--- src/rtl/wb_pkg.sv ---
// Shared Wishbone definitions for the register bridge: bus widths, FSM states
// and the byte-lane merge used for partial writes.
package wb_pkg;
  localparam int WB_DW   = 32;
  localparam int WB_SELW = WB_DW / 8;

  typedef enum logic [1:0] {
    IDLE = 2'd0,
    WAIT = 2'd1,
    RESP = 2'd2
  } wb_state_e;

  // Lanes with sel set take the new byte, the rest keep the old byte.
  function automatic logic [WB_DW-1:0] byte_merge(input logic [WB_DW-1:0]   old_w,
                                                  input logic [WB_DW-1:0]   new_w,
                                                  input logic [WB_SELW-1:0] sel);
    logic [WB_DW-1:0] r;
    r = old_w;
    for (int b = 0; b < WB_SELW; b++)
      if (sel[b]) r[8*b +: 8] = new_w[8*b +: 8];
    return r;
  endfunction
endpackage

--- src/rtl/wb_byte_merge.sv ---
// Combinational byte-lane merge: builds the full word for a read-modify-write.
module wb_byte_merge
  import wb_pkg::*;
(
  input  logic [WB_DW-1:0]   old_word,
  input  logic [WB_DW-1:0]   new_word,
  input  logic [WB_SELW-1:0] sel,
  output logic [WB_DW-1:0]   merged
);
  assign merged = byte_merge(old_word, new_word, sel);
endmodule

--- src/rtl/wb_reg_bridge.sv ---
// Wishbone B4 classic slave front-end for word-register peripherals, with
// byte-select read-modify-write, programmable wait states and err on unmapped indices.
module wb_reg_bridge
  import wb_pkg::*;
#(
  parameter int NUM_REGS    = 3,
  parameter int REG_AW      = 2,
  parameter int WAIT_STATES = 0
) (
  input  logic                clk,
  input  logic                rst,
  input  logic                wb_cyc_i,
  input  logic                wb_stb_i,
  input  logic                wb_we_i,
  input  logic [31:0]         wb_adr_i,
  input  logic [WB_SELW-1:0]  wb_sel_i,
  input  logic [WB_DW-1:0]    wb_dat_i,
  output logic [WB_DW-1:0]    wb_dat_o,
  output logic                wb_ack_o,
  output logic                wb_err_o,
  output logic                reg_we,
  output logic [REG_AW-1:0]   reg_addr,
  output logic [WB_DW-1:0]    reg_wdata,
  input  logic [WB_DW-1:0]    reg_rdata
);
  wb_state_e           state;
  logic [3:0]          cnt;
  logic                we_q;
  logic                idx_ok_q;
  logic [REG_AW-1:0]   idx_q;
  logic [WB_SELW-1:0]  sel_q;
  logic [WB_DW-1:0]    dat_q;
  logic [WB_DW-1:0]    merged;

  logic [REG_AW-1:0]   adr_idx;
  logic                req_ok;
  logic                resp_ok;
  logic                resp_rd;
  logic                unused_adr;

  assign adr_idx    = wb_adr_i[REG_AW+1:2];
  // Upper address bits are decoded by the interconnect, byte offset is meaningless here.
  assign unused_adr = ^{wb_adr_i[31:REG_AW+2], wb_adr_i[1:0]};
  assign req_ok     = {{(32-REG_AW){1'b0}}, adr_idx} < 32'(NUM_REGS);

  // Response qualifiers come straight from the bus when RESP is entered from IDLE.
  assign resp_ok = (state == IDLE) ? req_ok   : idx_ok_q;
  assign resp_rd = (state == IDLE) ? !wb_we_i : !we_q;

  // Peripheral sees the live index while idle so read data is settled on RESP entry.
  assign reg_addr = (state == IDLE) ? adr_idx : idx_q;

  wb_byte_merge u_merge (
    .old_word (reg_rdata),
    .new_word (dat_q),
    .sel      (sel_q),
    .merged   (merged)
  );

  assign reg_we    = (state == RESP) && we_q && idx_ok_q && (sel_q != '0);
  assign reg_wdata = (state == RESP && we_q) ? merged : '0;

  always_ff @(posedge clk) begin
    if (rst) begin
      state    <= IDLE;
      cnt      <= '0;
      we_q     <= 1'b0;
      idx_ok_q <= 1'b0;
      idx_q    <= '0;
      sel_q    <= '0;
      dat_q    <= '0;
      wb_ack_o <= 1'b0;
      wb_err_o <= 1'b0;
      wb_dat_o <= '0;
    end else begin
      case (state)
        IDLE: begin
          if (wb_cyc_i && wb_stb_i) begin
            we_q     <= wb_we_i;
            idx_q    <= adr_idx;
            idx_ok_q <= req_ok;
            sel_q    <= wb_sel_i;
            dat_q    <= wb_dat_i;
            if (WAIT_STATES == 0) begin
              state    <= RESP;
              wb_ack_o <= resp_ok;
              wb_err_o <= !resp_ok;
              wb_dat_o <= (resp_ok && resp_rd) ? reg_rdata : '0;
            end else begin
              state <= WAIT;
              cnt   <= 4'(WAIT_STATES - 1);
            end
          end
        end
        WAIT: begin
          // Master abandoning the cycle before the response cancels it silently.
          if (!wb_cyc_i) begin
            state <= IDLE;
          end else if (cnt == 4'd0) begin
            state    <= RESP;
            wb_ack_o <= resp_ok;
            wb_err_o <= !resp_ok;
            wb_dat_o <= (resp_ok && resp_rd) ? reg_rdata : '0;
          end else begin
            cnt <= cnt - 4'd1;
          end
        end
        RESP: begin
          state    <= IDLE;
          wb_ack_o <= 1'b0;
          wb_err_o <= 1'b0;
          wb_dat_o <= '0;
        end
        default: begin
          state    <= IDLE;
          wb_ack_o <= 1'b0;
          wb_err_o <= 1'b0;
          wb_dat_o <= '0;
        end
      endcase
    end
  end
endmodule
--- config.mk ---
export PLATFORM = sky130hd
export DESIGN_NAME = wb_reg_bridge
export DESIGN_NICKNAME = d
export VERILOG_FILES = /design/src/rtl/wb_pkg.sv /design/src/rtl/wb_byte_merge.sv /design/src/rtl/wb_reg_bridge.sv
export SDC_FILE = /design/constraint.sdc
export NUM_CORES = 1
export LEC_CHECK = 0
export BUFFER_PORTS_ARGS = -buffer_cell sky130_fd_sc_hd__buf_2
export CELL_PAD_IN_SITES_DETAIL_PLACEMENT = 2
export CELL_PAD_IN_SITES_GLOBAL_PLACEMENT = 2
export CORE_MARGIN = 3
export CORE_UTILIZATION = 29
export CTS_CLUSTER_DIAMETER = 100
export CTS_CLUSTER_SIZE = 8
export DETAILED_ROUTE_END_ITERATION = 12
export HOLD_SLACK_MARGIN = 0.1
export PLACE_DENSITY = 0.92
export SYNTH_ARGS = -nofsm -noshare
export SYNTH_HDL_FRONTEND = slang
export SYNTH_HIERARCHICAL = 1
export SYNTH_SLANG_ARGS = --single-unit
--- constraint.sdc ---
create_clock -name clk -period 1.4 [get_ports clk]
set_input_delay 0.07 -clock clk [delete_from_list [all_inputs] [get_ports clk]]
set_output_delay 0.07 -clock clk [all_outputs]
set_load 0.03 [all_outputs]
======== Yosys cells after proc, flatten, opt, wreduce, memory -nomap -nowiden ========
Index checks and enable logic that the tools add are counted.
operators by class
  $add $sub $neg .......................... 1
  magnitude comparators ................... 1
  equality and inequality tests ........... 6
  muxes and demuxes ....................... 25
  bitwise operators ....................... 1
  reduce and logical (&&, ||, !) cells .... 15
operator list
  cell                   number
  $mux W32               5
  $pmux W32 S2           1
  $mux W8                4
  $mux W1                8
  $mux W2                4
  $reduce_and A3 Y1      2
  $logic_and A1 B1 Y1    5
  $logic_not A4 Y1       1
  $ne A2 B2 Y1 const B   2
  $pmux W1 S2            2
  $pmux W2 S2            1
  $reduce_and A2 Y1      2
  $reduce_bool A4 Y1     1
  $sub A4 B1 Y4 const B  1
  $logic_not A1 Y1       3
  $ne A3 B3 Y1 const B   1
  $eq A2 B1 Y1 const B   1
  $eq A2 B2 Y1 const B   1
  $logic_not A2 Y1       1
  $lt A2 B2 Y1 const B   1
  $ne A2 B1 Y1 const B   1
  $not A1 Y1             1
storage, ports and cells
  bits in registers ....................... 80
  input port bits ......................... 105
  logic and storage cells ................. 59

======== Depth between registers and ports, before layout ========
Gate-level depths: netlist of run 1.
  depth after elaboration ................. 7
  mapped depth ............................ 4
  mapped depth without buffers ............ 2

======== Hierarchy ========
The synthesis of run 1 kept the hierarchy.
by module, submodules not included
  module         instances  cells an instance  area each (sq um)  seq. area each (sq um)
  wb_reg_bridge  1          341                3,547.2            1,501.4
  wb_byte_merge  1          36                 525.5              0.0

======== Worst setup path after synthesis of run 1 ========
OpenSTA, ideal clock, no wires.
  path kind ............................... flip-flop to output port
  start ................................... register state[1]
  end ..................................... output reg_we
  arrival time ............................ 1,235 ps
  path slack .............................. 95 ps
  cell stages (with the launch flop) ...... 5
  cells stage by stage .................... dfxtp_1 > buf_2 > clkbuf_1 > nand3_1 > nor2_1
on the way
  longest elaborated chain between the ends .. 4
RTL lines
  element                            line                 RTL
  start: declaration                 wb_reg_bridge.sv:26  wb_state_e state;
  start signal: assignment           wb_reg_bridge.sv:65  state <= IDLE;
  start signal: assignment           wb_reg_bridge.sv:85  state <= RESP;
  start signal: assignment           wb_reg_bridge.sv:90  state <= WAIT;
  $eq A2 B2 Y1                       wb_reg_bridge.sv:60  assign reg_we = (state == RESP) && we_q && idx_ok_q && (sel_q != '0);
  $logic_and A1 B1 Y1 (3 in series)  wb_reg_bridge.sv:60
  end: declaration                   wb_reg_bridge.sv:21  output logic reg_we,
Every way passes these cells.

======== Worst setup path after layout of run 1 ========
  start ................................... register sel_q[3]
  end ..................................... output reg_wdata[25]
on the way
  longest elaborated chain between the ends .. 2
RTL lines
  element                   line                 RTL
  start: declaration        wb_reg_bridge.sv:31  logic [WB_SELW-1:0] sel_q;
  start signal: assignment  wb_reg_bridge.sv:82  sel_q <= wb_sel_i;
  $mux W8                   wb_pkg.sv:20         if (sel[b]) r[8*b +: 8] = new_w[8*b +: 8];
  net merged[25]            wb_reg_bridge.sv:33  logic [WB_DW-1:0] merged;
  $mux W32                  wb_reg_bridge.sv:61  assign reg_wdata = (state == RESP && we_q) ? merged : '0;
  end: declaration          wb_reg_bridge.sv:23  output logic [WB_DW-1:0] reg_wdata,
The timed path passes the listed nets, and every way through them passes these cells.

==> results of run 1 <==
[layout make-up]
type | instances | area (µm²) | share of cell area
timing repair buffer | 209 | 1680 | 0.272
tap | 176 | 220 | 0.0356
sequential | 75 | 1520 | 0.246
multi-input combinational | 264 | 2450 | 0.395
clock buffer | 12 | 246 | 0.0398
clock inverter | 4 | 73.8 | 0.0119
[stage by stage]
stage / hold slack (ns) / setup TNS [ns] / cells / util / cell area, µm²
2_1_floorplan: 0.225 / 0 / 377 / - / 4070
3_3_place_gp: 0.340 / 0 / 677 / 0.366 / 4950
3_5_place_dp: 0.348 / 0 / 677 / 0.366 / 4950
4_1_cts: 0.103 / -4.66 / 738 / 0.456 / 6160
5_1_grt: 0.120 / -5.82 / 740 / 0.458 / 6190
6_report: 0.109 / -4.65 / 740 / 0.458 / 6190
[logic make-up after synthesis]
family	synth area share
and+or+nand+nor	0.239
DFF	0.369
muxes	0.222
AOI/OAI and AO/OA	0.0928
buffers and inverters	0.0771
[worst max-delay path, stage by stage (launching register included)]
cell and delay (ns):
dfxtp_4 0.39, buf_12 0.13, mux2_4 0.31, and3_4 0.19, buf_6 0.13
[layout by cell type (no fill, tap or decap), drive strengths merged]
cell type | Yosys | layout
and2 | 1 | 1
a21bo | 1 | 1
nand3 | 1 | 1
nand4 | 1 | 1
a32o | 32 | 32
dlygate4sd3 | 0 | 39
clkinv | 0 | 2
nor3b | 1 | 1
mux2 | 35 | 35
a211oi | 2 | 2
bufinv | 0 | 2
mux2i | 39 | 39
clkbuf | 9 | 13
and2b | 19 | 19
nor4 | 1 | 1
dfxtp | 75 | 75
and3b | 1 | 1
a21oi | 3 | 3
buf | 28 | 169
and3 | 32 | 32
nand2b | 78 | 78
or2 | 1 | 1
nor2 | 1 | 1
nor2b | 15 | 15
[metal layers]
layer | vias to the layer above | GRT usage
met4 | 0 | 0.0690
met2 | 112 | 0.396
met3 | 26 | 0.0480
li1 | 1691 | -
met5 | - | 0
met1 | 1808 | 0.221
[flip-flops by register name, indices dropped and copies added (netlist names)]
| register | count |
|---|---|
| wb_ack_o | 1 |
| sel_q | 4 |
| state | 1 |
| we_q | 1 |
| idx_ok_q | 1 |
| wb_dat_o | 32 |
| idx_q | 2 |
| dat_q | 32 |
| wb_err_o | 1 |
[power groups by stage]
| stage | clock network (mW) | registers, mW | logic [mW] |
|---|---|---|---|
| 6_report | 2.57 | 2.27 | 1.05 |
| 5_1_grt | 2.72 | 2.28 | 1.13 |
| 4_1_cts | 2.61 | 2.27 | 1.03 |
| 3_5_place_dp | 0 | 2.32 | 0.880 |
| 3_3_place_gp | 0 | 2.31 | 0.830 |
| 2_1_floorplan | 0 | 2.35 | 0.536 |
[what timing repair did]
item,4_1_cts,5_1_grt
setup endpoints to repair,35,36
gates resized for setup,118,2
setup buffers,4,3
hold buffers,39,0
endpoints found under the hold margin,38,0
pin swaps,2,0
cloned,2,0
[worst min-delay path by stage]
| stage | to | slack (ns) |
|---|---|---|
| floorplan | dat_q[10] | 0.22 |
| global placement | dat_q[1] | 0.34 |
| detailed placement | dat_q[26] | 0.35 |
| CTS | wb_dat_o[11] | 0.10 |
| global route | wb_dat_o[17] | 0.12 |
| finish | wb_dat_o[11] | 0.11 |
==> impl_results.md, run 1 <==
- TritonRoute pass-1 iters: 4
- Max_cap viols: 0
- Max Slew Vio Count: 0
- Final min period: 1.58 ns
- Element type at the critical path start: flop
- Largest net degree at the start of global routing: 35
- YS warnings: 6
- Crit. End Element: primary output
- Diode count: 0
- GRT overflow: 0
- Nets: 664
- Vias in the first global route: 4,311
- Latest clock arrival within the worst-skew pair: 0.34 ns
- Core area: 13,500 µm²
- Synth top area share: 0.369
- Register-to-Register Path Depth: 5
- Ys async rst share: 0
- Top Metal Used: met4
- Post-synth EDFFs: 0
- Final hold violation count: 0
- WP data required: 1.33 ns
- Worst-path clk slew: 0.06 ns
- Slew HR: 0.706
- Setup ws final: -0.177 ns
- First-pass GRT wire length: 25,000 µm
- Clk_skew: 0.00571 ns
- Primary flip-flop cell chosen by synthesis mapping: dfxtp_1
- Max Clock Freq: 634 MHz
- Die W: 125 µm
- Sequential power share: 0.386
- Via/cell ratio: 4.91
- Leak: 2.71 nW
- Total GRT Usage: 0.207
- Total net switching power: 1.52 mW
- Top cells by count, synth: nand2b_1, dfxtp_1, mux2i_1
- Initial detailed-routing violation count: 167
- Power after layout: 5.89 mW
- Post-Syn Nets: 482
- Final-layout fill cell count: 1,367
- Failing checks: setup timing
- Most instantiated library cell after synthesis: nand2b_1
- HP Class: in2reg
- Status: finished, violations left
- Setup Viol. Count Final: 33
- Starting density of the core: 0.302
- Synth area leader: dfxtp_1
- Mean post-synth cell area: 10.8 µm²
- Internal power: 4.38 mW
- Drt drc: 0
- Longest Clk Path Bufs: 2
- Distinct cells, synth: 28
- DIE AREA: 15,500 µm²
- Vias: 3,637
- Placement Rows: 42
- Max rail drop VDD: 0.000421 V
- CTS tree: built
- RSZ-0062 raised after global routing: true
- Layout cells sized above 1: 0.461
- CP Launch Point: sel_q[3]
- Crit path DAT: 1.51 ns
- Reg2Reg Capture Point: wb_dat_o[1]
- Area grow syn2layout: 52.0%
- Post-DP HPWL: 10,200 µm
- Sequential area share after synthesis: 0.369
- Worst R2R Setup Slack: 0.03 ns
- Clock Power Share: 0.436
- Worst min-delay path startpoint: reg_rdata[11]
- Post-Route M1 WL: 6120 µm
- IO Port Bufs: 143
- CP max FO: 5
- CTS sink cnt: 75
- WHS Path Cells: 3
- Dpl ws: 0.0963 ns
- Flops & latches, synth: 75
- Cts bufs inserted: 9
- End of the critical path: reg_wdata[25]
- Initial antenna violation count: 0
- Clk root buf: clkbuf_16
- Final cycle utilization of the critical path: 1.13
- Worst-Margin Slew: 0.441 ns
- Setup CP Type: reg2out
- Synth Cell Area: 4070 µm²
- Ports: 174
- Routability cong.: 0.772
- Pwr dens: 952 nW/µm²
- Switching Fraction: 0.257
- Leading cell types by total area after synthesis: dfxtp_1, nand2b_1, mux2_4, mux2i_1, a32o_1
- Routed wire length: 16,000 µm
- R2r startpoint: state[1]
- Htree depth: 3
- Combinational fraction of design power: 0.178
- Drt wl/cell: 21.6 µm
- Die height: 125 µm
- Gate Count Post-Synth: 377
- Routed Antenna Nets: 0
- Met2 WL: 8800 µm
- Routed met3 length: 649 µm
Note: power is estimated with default switching activity, not from simulation.
==> run 2, diff against run 1 <==
PLACE_DENSITY = 0.85   (was 0.92)
==> run 2 against run 1 <==
The run still ends with setup timing left. Combinational power about the same. Clock power increased by 12%. Non-clock buffer count increased by 4. Global-route usage decreased by 0.31 points. Hold slack improved by 0.0076 ns. Register-to-register slack improved by 0.02 ns. Fmax decreased by 0.16%. Clock skew about the same. Utilization increased by 1.0 points. Count of clock-buffer cells in the layout decreased by 1. First-iteration DRC count decreased by 14%. Sequential power about the same.
==> impl_results.md, run 2 (synthesis results as in run 1) <==
- WP data required: 1.33 ns
- Commonest non-fill, non-tap cell in the layout: buf_2
- Drt wl/cell: 21.8 µm
- RSZ-0062 raised after global routing: true
- Largest net degree at the start of global routing: 34
- Max Clock Freq: 633 MHz
- DIE AREA: 15,500 µm²
- First-pass GRT wire length: 24,700 µm
- DP Area: 4950 µm²
- Routed wire length: 16,200 µm
- Register-to-Register Path Depth: 5
- Crit path DAT: 1.51 ns
- Status: finished, violations left
- Setup ws final: -0.180 ns
- CTS tree: built
- Via/cell ratio: 4.98
- Final instance count without filler cells: 744
- GRT overflow: 0
- TritonRoute pass-1 iters: 4
- Dpl ws: 0.114 ns
- Diode count: 0
- Final min period: 1.58 ns
- Initial antenna violation count: 0
- Nets: 668
- R2r startpoint: state[1]
- Initial detailed-routing violation count: 143
- Slew HR: 0.707
- Cts bufs inserted: 9
- Routed Antenna Nets: 0
- Drt drc: 0
- WHS Path Cells: 3
- Worst min-delay path startpoint: reg_rdata[10]
- Hold endpoint: wb_dat_o[10]
- Die height: 125 µm
- Largest registers: dat_q x32, wb_dat_o x32, sel_q x4
- Routability cong.: 0.721
- Pwr dens: 985 nW/µm²
- Element type at the critical path start: flop
- Ports: 174
- Final-layout fill cell count: 1,395
- HP Class: in2reg
- Max_cap viols: 0
- Final instance area: 6330 µm²
- Failing checks: setup timing
- Starting density of the core: 0.302
- IO Port Bufs: 143
- Vias: 3,702
- Placed insts: 677
- Die W: 125 µm
- Max Slew Vio Count: 0
- Latest clock arrival within the worst-skew pair: 0.35 ns
- Post-DP HPWL: 9580 µm
- Reg2Reg Capture Point: dat_q[7]
- Longest Clk Path Bufs: 2
- Commonest non-fill, non-tap cells in the layout: buf_2, nand2b_1, dfxtp_1
- Max rail drop VDD: 0.000894 V
- Placement Rows: 42
- Core area: 13,500 µm²
- Total GRT Usage: 0.204
- CP max FO: 5
- Area grow syn2layout: 55.5%
- Crit. End Element: primary output
- Vias in the first global route: 4,240
- Worst-Margin Slew: 0.440 ns
- Clk root buf: clkbuf_16
- Clk_skew: 0.00544 ns
- Final cycle utilization of the critical path: 1.13
- CTS sink cnt: 75
- Leak: 2.77 nW
- Worst-path clk slew: 0.06 ns
- Htree depth: 3
- Worst R2R Setup Slack: 0.05 ns
- Layout cells sized above 1: 0.468
- Setup CP Type: reg2out
- Setup Viol. Count Final: 33
- Final hold violation count: 0
==> run 2: changes by cell type in the layout (fill, tap and decap cells not counted), moves of 2 or more <==
cell	previous run	this run
dfxtp_2	0	2
buf_6	35	43
clkbuf_16	9	11
buf_4	16	10
bufinv_16	2	4
==> run 2: where the power goes <==
group | internal [mW] | total (mW) | switching (mW)
sequential | 2.22 | 2.28 | 0.0663
combinational | 0.577 | 1.08 | 0.507
clock | 1.92 | 2.87 | 0.946
total | 4.72 | 6.23 | 1.52
==> run 2: critical path: stages (launching register included) <==
cell	delay, ns
dfxtp_4	0.40
buf_12	0.14
mux2_4	0.30
and3_4	0.19
buf_6	0.13
==> run 2: repair_timing <==
action | CTS | global route
pin swaps | 1 | 0
endpoints found under the hold margin | 40 | 0
hold buffers | 39 | 0
gates resized for setup | 122 | 6
setup endpoints to repair | 35 | 40
buffers inserted | 5 | 2
gates cloned | 3 | 2
==> run 2: final cells by class <==
| type | count | area, µm² | area share |
|---|---|---|---|
| clock inverters | 5 | 125 | 0.0198 |
| multi-input cells | 264 | 2450 | 0.387 |
| repair buffers | 213 | 1780 | 0.282 |
| clock buffers | 11 | 233 | 0.0368 |
| well taps | 176 | 220 | 0.0348 |
| flip-flops and latches | 75 | 1520 | 0.240 |
==> run 2: per-layer routing <==
layer	global-route usage	up-vias	part of all wire
li1	-	1708	-
met1	0.221	1866	0.40
met2	0.390	104	0.55
met3	0.0386	24	0.032
met4	0.0729	0	0.020
met5	0	-	0
==> run 2: worst max-delay path by stage <==
| stage | start | to | cells after the start |
|---|---|---|---|
| after floorplan | state[1] | reg_we | 4 |
| after global placement | sel_q[0] | reg_wdata[0] | 4 |
| after detailed placement | sel_q[0] | reg_wdata[1] | 4 |
| after CTS | sel_q[0] | reg_wdata[1] | 4 |
| after global routing | sel_q[1] | reg_wdata[11] | 4 |
| final | sel_q[2] | reg_wdata[23] | 4 |
==> run 2: stage by stage <==
| stage | total power, mW | hold slack [ns] | setup TNS, ns | utilization |
|---|---|---|---|---|
| after floorplan | 2.89 | 0.225 | 0 | - |
| after global placement | 3.15 | 0.341 | 0 | 0.366 |
| after detailed placement | 3.19 | 0.341 | 0 | 0.366 |
| after CTS | 6.24 | 0.100 | -5.31 | 0.462 |
| after global routing | 6.48 | 0.116 | -6.12 | 0.469 |
| final | 6.23 | 0.117 | -4.83 | 0.469 |
==> run 3, diff against run 2 <==
SETUP_SLACK_MARGIN = 0.02   (was not set)
==> run 3 against run 2 <==
The flow still finishes with violations (setup timing). First-iteration DRC count decreased by 19%. Critical path type unchanged. Clock skew shrank 0.0012 ns. Sequential power barely moved. Routed wire length grew 0.77%. Sequential share of layout area fell by 0.13 points. Die area stayed put. Critical path depth is the same. Count of clock-buffer cells in the layout did not move. Setup slack better by 0.0014 ns. Utilization rose by 0.25 points.
==> impl_results.md, run 3 (synthesis results as in run 1) <==
- Slew HR: 0.710
- Via/cell ratio: 4.94
- Clock Power Share: 0.459
- Crit path DAT: 1.51 ns
- Ports: 174
- Setup ws final: -0.179 ns
- Area grow syn2layout: 56.3%
- Worst path bufs/invs: 2
- Combinational fraction of design power: 0.175
- Vias: 3,679
- Routed Antenna Nets: 0
- Max_cap viols: 0
- Largest net degree at the start of global routing: 34
- GRT overflow: 0
- Max Clock Freq: 633 MHz
- DIE AREA: 15,500 µm²
- Crit. End Element: primary output
- Crit path largest cell delay: 0.40 ns
- Largest registers: dat_q x32, wb_dat_o x32, sel_q x4
- Starting density of the core: 0.302
- Total net switching power: 1.53 mW
- Max rail drop VDD: 0.000893 V
- Worst-path clk slew: 0.06 ns
- Cts bufs inserted: 9
- Worst-Margin Slew: 0.435 ns
- Final cycle utilization of the critical path: 1.13
- Crit path cell chain: buf_12 > mux2_4 > and3_4 > buf_6
- WP data required: 1.33 ns
- Slowest cell on the critical path: dfxtp_4
- Final-layout fill cell count: 1,392
- CTS tree: built
- Longest Clk Path Bufs: 2
- HP Class: in2reg
- Diode count: 0
- Initial antenna violation count: 0
- Layout cells sized above 1: 0.469
- Total GRT Usage: 0.205
- Nets: 669
- Post-DP HPWL: 9580 µm
- IO Port Bufs: 143
- Drt drc: 0
- Max Slew Vio Count: 0
- Routed wire length: 16,300 µm
- Routability cong.: 0.721
- Setup TNS: -4.82 ns
- CTS sink cnt: 75
- Die W: 125 µm
- Failing checks: setup timing
- Switching Fraction: 0.244
- Pwr dens: 982 nW/µm²
- Sequential power share: 0.365
- CP max FO: 5
- Commonest non-fill, non-tap cells in the layout: buf_2, nand2b_1, dfxtp_1
- DP Area: 4950 µm²
- Leak: 2.79 nW
- TritonRoute pass-1 iters: 4
- RSZ-0062 raised after global routing: true
- Setup CP Type: reg2out
- Drt wl/cell: 21.9 µm
- Htree depth: 3
- Setup Viol. Count Final: 33
- Clk root buf: clkbuf_16
- Core area: 13,500 µm²
- Clk_skew: 0.00426 ns
- Latest clock arrival within the worst-skew pair: 0.35 ns
- Initial detailed-routing violation count: 116
- Die height: 125 µm
- Internal power: 4.72 mW
- Hold_ws: 0.116 ns
- Final hold violation count: 0
- Commonest non-fill, non-tap cell in the layout: buf_2
- First-pass GRT wire length: 24,800 µm
- Placement Rows: 42
- Final min period: 1.58 ns
- Final Util: 0.471
- Vias in the first global route: 4,232
- Final instance area: 6370 µm²
- CP delay by family, top: flip-flops
- Element type at the critical path start: flop
- Status: finished, violations left
-- run 3: layer usage --
metal  GRT usage  part of all wire
met2       0.394              0.54
met1       0.220              0.41
met4      0.0729             0.020
met5           0                 0
met3      0.0390             0.032
-- run 3: worst reg2reg max path: cells and delay by family (launching register included) --
kind / cells / cell delay, ns
flops: 1 / 0.37
mux: 1 / 0.20
simple gates: 1 / 0.24
buf+inv: 3 / 0.45
-- run 3: what timing repair did --
action                                  in CTS  in global routing
hold buffers                                39                  0
gates cloned                                 3                  3
endpoints found under the setup margin      35                 47
endpoints found under the hold margin       40                  0
pin swaps                                    1                  0
resized for setup                          125                  4
setup buffers                                5                  2
-- run 3: final timing paths --
| path | start | endpoint | slack (ns) | depth (start not counted) |
|---|---|---|---|---|
| worst max-delay path | sel_q[2] | reg_wdata[23] | -0.18 | 4 |
| worst min-delay path | reg_rdata[10] | wb_dat_o[10] | 0.12 | 3 |
| worst max register to register | state[1] | sel_q[2] | 0.06 | 5 |
| worst min register to register | wb_dat_o[19] | wb_dat_o[19] | 0.47 | 1 |
-- run 3: stage by stage --
step / worst slack [ns] / cells / total power [mW]
CTS: -0.196 / 740 / 6.25
finish: -0.179 / 745 / 6.25
detailed placement: 0.114 / 677 / 3.19
global placement: 0.158 / 677 / 3.15
floorplan: 0.0952 / 377 / 2.89
global route: -0.216 / 745 / 6.50
-- run 3: cell type report --
class	instances	area, µm²	area share
tap	176	220	0.0346
clock buffer	11	233	0.0366
sequential	75	1520	0.239
multi-input combinational	264	2460	0.387
timing repair buffer	214	1810	0.284
clock inverter	5	125	0.0197
-- run 3: power by group through the flow --
stage / Clock, mW / Sequential [mW] / Combinational, mW
after floorplan: 0 / 2.35 / 0.536
after global routing: 3.03 / 2.29 / 1.17
final: 2.87 / 2.28 / 1.10
after detailed placement: 0 / 2.32 / 0.867
after CTS: 2.93 / 2.28 / 1.04
after global placement: 0 / 2.32 / 0.831
